### src/rtl/tt_sweep_pkg.sv
// Shared types and helpers for the truth-table sweeper and its bench model.
package tt_sweep_pkg;

    localparam int unsigned TT_WIDTH  = 8;
    localparam int unsigned VEC_WIDTH = 3;

    typedef enum logic [1:0] {
        IDLE = 2'd0,
        HOLD = 2'd1,
        DONE = 2'd2
    } state_t;

    // Vector idx={in1,in2,in3} lands in bit (7-idx) of the truth-table word.
    function automatic logic [VEC_WIDTH-1:0] tt_bit_index(input logic [VEC_WIDTH-1:0] idx);
        return VEC_WIDTH'(3'd7 - idx);
    endfunction

endpackage

### src/rtl/sync_majority3.sv
// Two-flop synchroniser followed by a 3-sample history and a registered majority vote.
module sync_majority3 (
    input  logic clk,
    input  logic reset,
    input  logic d,
    output logic q
);

    logic [1:0] sync;
    logic [2:0] hist;

    always_ff @(posedge clk or posedge reset) begin
        if (reset) begin
            sync <= 2'b00;
            hist <= 3'b000;
            q    <= 1'b0;
        end else begin
            sync <= {sync[0], d};
            hist <= {hist[1:0], sync[1]};
            // A lone glitch occupies at most one history slot, so it never wins the vote.
            q    <= (hist[0] & hist[1]) | (hist[0] & hist[2]) | (hist[1] & hist[2]);
        end
    end

endmodule

### src/rtl/truth_table_sweeper.sv
// Drives a 3-input cell through all 8 input vectors, captures its filtered output
// after each settle window and compares the assembled truth table to EXPECTED.
module truth_table_sweeper
    import tt_sweep_pkg::*;
#(
    parameter int unsigned         SETTLE_CYCLES = 16,
    parameter logic [TT_WIDTH-1:0] EXPECTED      = 8'hDC
) (
    input  logic                clk,
    input  logic                reset,
    input  logic                start,
    input  logic                cell_out,
    output logic                in1,
    output logic                in2,
    output logic                in3,
    output logic                busy,
    output logic                done,
    output logic [TT_WIDTH-1:0] table_word,
    output logic                match,
    output logic [TT_WIDTH-1:0] mismatch_mask
);

    localparam logic [7:0] LAST_COUNT = 8'(SETTLE_CYCLES - 1);

    // The majority window needs three samples inside a single hold.
    if (SETTLE_CYCLES < 3 || SETTLE_CYCLES > 255) begin : g_bad_settle
        $error("truth_table_sweeper: SETTLE_CYCLES must be within 3..255");
    end

    state_t                state;
    logic [7:0]            count;
    logic [VEC_WIDTH-1:0]  idx;
    logic                  sample;
    logic [TT_WIDTH-1:0]   word_next;

    sync_majority3 u_sync (
        .clk   (clk),
        .reset (reset),
        .d     (cell_out),
        .q     (sample)
    );

    // Table word with the current vector's sampled bit folded in.
    always_comb begin
        word_next                    = table_word;
        word_next[tt_bit_index(idx)] = sample;
    end

    always_ff @(posedge clk or posedge reset) begin
        if (reset) begin
            state         <= IDLE;
            count         <= 8'd0;
            idx           <= '0;
            {in1, in2, in3} <= 3'b000;
            busy          <= 1'b0;
            done          <= 1'b0;
            table_word    <= '0;
            match         <= 1'b0;
            mismatch_mask <= '0;
        end else begin
            case (state)
                IDLE, DONE: begin
                    done <= 1'b0;
                    if (start) begin
                        state           <= HOLD;
                        count           <= 8'd0;
                        idx             <= '0;
                        {in1, in2, in3} <= 3'b000;
                        busy            <= 1'b1;
                        table_word      <= '0;
                        match           <= 1'b0;
                        mismatch_mask   <= '0;
                    end
                end
                HOLD: begin
                    if (count == LAST_COUNT) begin
                        count      <= 8'd0;
                        table_word <= word_next;
                        if (idx == 3'd7) begin
                            state           <= DONE;
                            done            <= 1'b1;
                            busy            <= 1'b0;
                            {in1, in2, in3} <= 3'b000;
                            match           <= (word_next == EXPECTED);
                            mismatch_mask   <= word_next ^ EXPECTED;
                        end else begin
                            idx             <= idx + 3'd1;
                            {in1, in2, in3} <= idx + 3'd1;
                        end
                    end else begin
                        count <= count + 8'd1;
                    end
                end
                default: state <= IDLE;
            endcase
        end
    end

endmodule

### config.mk
export PLATFORM = sky130hd
export DESIGN_NAME = truth_table_sweeper
export DESIGN_NICKNAME = d
export VERILOG_FILES = /design/src/rtl/tt_sweep_pkg.sv /design/src/rtl/sync_majority3.sv /design/src/rtl/truth_table_sweeper.sv
export SDC_FILE = /design/constraint.sdc
export NUM_CORES = 1
export LEC_CHECK = 0
export ABC_AREA = 1
export BUFFER_PORTS_ARGS = -buffer_cell sky130_fd_sc_hd__buf_2
export CAP_MARGIN = 20
export CORE_ASPECT_RATIO = 0.75
export CORE_UTILIZATION = 38
export DETAILED_ROUTE_END_ITERATION = 8
export SLEW_MARGIN = 10
export SYNTH_ARGS = -nofsm -noshare
export SYNTH_HDL_FRONTEND = slang
export SYNTH_SLANG_ARGS = --single-unit
export TNS_END_PERCENT = 5
### constraint.sdc
create_clock -name clk -period 3.91 [get_ports clk]
set_input_delay 0.391 -clock clk [delete_from_list [all_inputs] [get_ports clk]]
set_output_delay 0.391 -clock clk [all_outputs]
set_load 0.005 [all_outputs]
; Word-level counts from Yosys, hierarchy flattened
; Cells that the tools add are included.
[classes]
add_sub_neg = 3
n_lt_le_gt_ge = 2
eq_ne = 9
n_mux = 39
n_bitwise = 6
n_reduce_logical = 10
[op_table]
columns = op, count
row1 = $pmux 8 s2, 3
row2 = $mux 8, 5
row3 = $mux 1, 15
row4 = $pmux 1 s2, 6
row5 = $mux 3, 3
row6 = $reduce_and 3->1, 3
row7 = $add 8x1->8 const B, 1
row8 = $bwmux 8, 1
row9 = $eq 8x4->1 const B, 1
row10 = $eq 8x8->1 const B, 1
row11 = $ne 2x2->1 const B, 4
row12 = $reduce_and 4->1, 2
row13 = $mux 2, 3
row14 = $pmux 3 s2, 1
row15 = $not 5->5, 1
row16 = $lt 3x4->1 const B, 1
row17 = $pmux 2 s2, 1
row18 = $add 3x1->3 const B, 1
row19 = $and 1x1->1, 3
row20 = $demux 1 s3, 1
row21 = $eq 3x3->1 const B, 1
row22 = $ge 3x1->1 const B, 1
row23 = $sub 3x3->3 const A, 1
row24 = $eq 2x1->1 const B, 1
row25 = 7 further kinds, 8
[word_totals]
ff_bits = 41
input_bits = 4

; Longest topological paths before layout
[logic_depth]
word_depth = 10
ltp_mapped = 10
depth_no_buf = 9

; Hierarchy
; Synthesis repeated with hierarchy kept, for this count alone.
[unflattened]
cells_unflattened = 222
area_unflattened_um2 = 1933.1
[modules_own_cells]
columns = module, instances, cells_per_inst, area_per_inst_um2, seq_area_each_um2
row1 = truth_table_sweeper, 1, 211, 1757.9, 875.8
row2 = sync_majority3, 1, 11, 175.2, 150.1

; Worst setup path after synthesis
; No wires, ideal clock.
[synth_timing]
path_type = flip-flop to flip-flop
from = register idx[0]
to = register busy
t_arrival_ps = 1362
required_time_ps = 3788
setup_slack_ps = 2426
path_stages_with_launch = 9
path_buffers = 1
cell_sequence = dfrtp_1 > ha_1 > ha_1 > inv_1 > o21ai_0 > nand3_2 > buf_2 > nand2_1 > nand2_1
[synth_via]
elab_chain_cells = 3
[synth_lines]
columns = item, line
row1 = "start, declared", truth_table_sweeper.sv:32  ; logic [VEC_WIDTH-1:0] idx;
row2 = "start signal, assigned", truth_table_sweeper.sv:87  ; idx <= idx + 3'd1;
row3 = $eq 3x3->1, truth_table_sweeper.sv:79  ; if (idx == 3'd7) begin
row4 = $ne 2x2->1 (no line), -
row5 = $reduce_and 4->1 (no line), -
row6 = "end signal, assigned", truth_table_sweeper.sv:55  ; busy <= 1'b0;
row7 = "end signal, assigned", truth_table_sweeper.sv:69  ; busy <= 1'b1;
row8 = "end signal, assigned", truth_table_sweeper.sv:82  ; busy <= 1'b0;
row9 = "end, declared", truth_table_sweeper.sv:16  ; output logic busy,
; Every way passes these cells.
; A chain may end at the register's enable or synchronous reset.

; Worst setup path in the final report
[layout_timing]
from = register idx[1]
to = register mismatch_mask[0]
[layout_via]
elab_chain_cells = 9
[layout_lines]
columns = item, line
row1 = $sub 3x3->3, tt_sweep_pkg.sv:15  ; return VEC_WIDTH'(3'd7 - idx);
row2 = $lt 3x4->1 (implied by the code) or $ge 3x1->1 (tied branches), truth_table_sweeper.sv:46  ; word_next[tt_bit_index(idx)] = sample;
row3 = $logic_and 1x1->1 (implied by the code), truth_table_sweeper.sv:46
row4 = $mux 1 (implied by the code), truth_table_sweeper.sv:46
row5 = $demux 1 s3, truth_table_sweeper.sv:46
row6 = $bwmux 8, truth_table_sweeper.sv:46
row7 = $mux 8, truth_table_sweeper.sv:79
row8 = $mux 8, truth_table_sweeper.sv:76  ; if (count == LAST_COUNT) begin
row9 = $pmux 8 s2, truth_table_sweeper.sv:61  ; case (state)
row10 = "end signal, assigned", truth_table_sweeper.sv:85  ; mismatch_mask <= word_next ^ EXPECTED;
row11 = "end, declared", truth_table_sweeper.sv:20  ; output logic [TT_WIDTH-1:0] mismatch_mask
; Parallel ways exist; a longest one is shown, timed or not. The select of a mux whose other input is x is not followed.

==> impl_results.md <==
- Vias in the first global route: 1483
- CTS tree: built
- Via density: 4.68
- Post-synthesis register bit count: 41
- Initial antenna violation count: 0
- Mapped Area: 0.00200 mm2
- Tcrit/Tclk final: 50.7%
- Final hold vios: 0
- Max-slew violations: 0
- Non-Filler Instances: 330
- Post-synth top area share: 51.3%
- Unrepaired setup endpoints after global routing: no
- Post-synth top area cell: dfrtp_1
- Die Width: 85.7 um
- PortBufs: 25
- Run status: finished, final reports clean
- ANT nets after route: 0
- Leading cell type in the layout, fill and taps excluded: nand2_1
- Register area share after synthesis: 51.3%
- Area contributors post-synth: dfrtp_1, nand2_1, nand3_1, nor2_1, inv_1
- Minimum clock period: 1.98 ns
- Global-route wire length before repair: 6.69 mm
- Clock buffer depth: 2
- Met3 GRT Util: 3.82%
- Placed insts: 323
- Most frequent cells in the layout: nand2_1, dfrtp_1, buf_2, nor2_1, nand3_1
- Die ar.: 0.00556 mm2
- VDD IR max: 0.000122 V
- GRT busiest layer: met2
- Worst Setup End Kind: flop
- CP required: 4.14 ns
- Worst path arrival time: 2.21 ns
- Largest net degree at the start of global routing: 42
- Starting Density: 40.1%
- Diode count: 0
- Sink Count: 41
- Mapped Avg Cell Area: 8.54 um2
- Total GRT Usage: 15.6%
- HPWL after DPL: 2.71 mm
- Lkg Pwr: 1.18 nW
- Clock transition at path regs: 0.07 ns
- Total CTS buffers: 5
- Final setup viols: 0
- FMAX: 504 MHz
- H-tree levels: 2
- Grt ovf: 0
- DR pass1 iterations: 4
- Least-Margin Pin Slew: 0.506 ns
- # DRC: 0
- Post-CTS Setup Repair Bufs: 0
- Maxcap violations: 0
- Cts hold-fix bufs: 0
- PwrDens: 321 mW/mm2
- Max Clock Skew: 0.00432 ns
- Yosys cell types: 25
- Via count: 1545
- Drt first-iter violations: 79
- Kind of critical path: reg -> reg
- Drt wl/cell: 11.8 um
- Core ar.: 0.00498 mm2
- Top Ports: 26
- Root Driver: clkbuf_8
- Crit Path Max Fanout: 17
- TNS Setup: 0 ns
- Die height: 64.8 um
- Syn nets: 241
- GPL Wtd Cong: 0.798
- CP Launch Type: flop
- M2 GR Usage: 23.9%
- Net count, final: 265
- Routing usage on met1: 21.9%
- Drt total wl: 3.88 mm
- Hold Crit Class: in -> reg
- Slew HR: 66.2%
- Clock Latency Late Sink: 0.29 ns
- Area Growth Syn to Fin: 12.1%
- Post-Syn Instances: 234
- Fraction of layout cells with a size suffix above 1: 19.8%
- FP Rows: 22
- Post-CTS sizing: 0
- Ys Warns: 0
## synthesized netlist by cell type
cell       n
a21oi_1   10
a21oi_2    2
buf_2      5
buf_4      1
buf_6      3
clkinv_1   1
dfrtp_1   41
ha_1       3
inv_1     14
inv_2      2
maj3_1     1
nand2_1   70
nand2_2    3
nand2_4    2
nand3_1   20
nand3_2    2
nand4_1    6
nor2_1    23
nor2_2     1
nor2_8     1
o211ai_2   1
o21ai_0    6
o21ai_1    8
o21ai_2    5
xor2_1     3
## critical path: stages (launching register included)
cell and delay (ns):
dfrtp_1 0.53, ha_1 0.22, ha_1 0.17, inv_1 0.09, o21ai_0 0.27, nand3_2 0.32
inv_1 0.21, nand2_1 0.07, nand2_1 0.06
## flip-flops by register name, indices dropped and copies added (netlist names), 2 cells and up
| signal | flops |
|---|---|
| count | 8 |
| mismatch_mask | 8 |
| table_word | 8 |
| idx | 3 |
| u_sync.hist | 3 |
| state | 2 |
| u_sync.sync | 2 |
## metrics by stage
step	instance area (um2)	utilization (%)	hold WS, ns	power, W	worst slack [ns]
final	2240	45.0	0.202	0.000719	1.93
after global routing	2240	45.0	0.192	0.000746	1.70
after CTS	2240	45.0	0.197	0.000729	1.91
after detailed placement	2150	43.2	0.335	0.000453	1.94
after global placement	2150	43.2	0.333	0.000453	2.02
after floorplan	2000	-	0.331	0.000446	2.43
## layout make-up
type                            count  area (um2)
Fill cell                         505        2740
Inverter                           17        63.8
Multi-Input combinational cell    167         842
Sequential cell                    41        1030
Clock buffer                        7        86.3
Tap cell                           72        90.1
Timing Repair Buffer               26         133
## routing by layer
metal	part of all wire, %	routed length, um
met1	52	2030
met2	43	1670
met3	3.4	132
met4	1.1	42
met5	0	0
## final timing paths
path,from,end,slack (ns),depth (start not counted)
setup / recovery,idx[1]$_DFFE_PP0P_,mismatch_mask[0]$_DFFE_PP0P_,1.93,8
hold / removal,cell_out,u_sync.sync[0]$_DFF_PP0_,0.20,1
setup reg to reg,idx[1]$_DFFE_PP0P_,mismatch_mask[0]$_DFFE_PP0P_,1.93,8
hold reg to reg,u_sync.sync[0]$_DFF_PP0_,u_sync.sync[1]$_DFF_PP0_,0.35,0
max in group asynchronous,reset,busy$_DFFE_PP0P_,3.35,3
min in group asynchronous,reset,done$_DFFE_PP0P_,0.22,3
## cells by family (layout without fill, tap and decap cells)
group / Yosys count / in the layout / share of synthesized area (%)
flops: 41 / 41 / 51.3
fa+ha+maj: 4 / 4 / 2.38
compound gates: 32 / 32 / 9.71
simple gates: 128 / 128 / 28.7
buf+inv: 26 / 50 / 6.51
xor+xnor: 3 / 3 / 1.32
## where the power goes
part / leakage (nW) / internal [W] / switching [W]
clock network: 0.0443 / 0.000140 / 0.000136
logic: 0.624 / 0.00000309 / 0.0000114
registers: 0.507 / 0.000427 / 0.00000183
total: 1.18 / 0.000570 / 0.000149
Power figures use the tool's default switching activity.
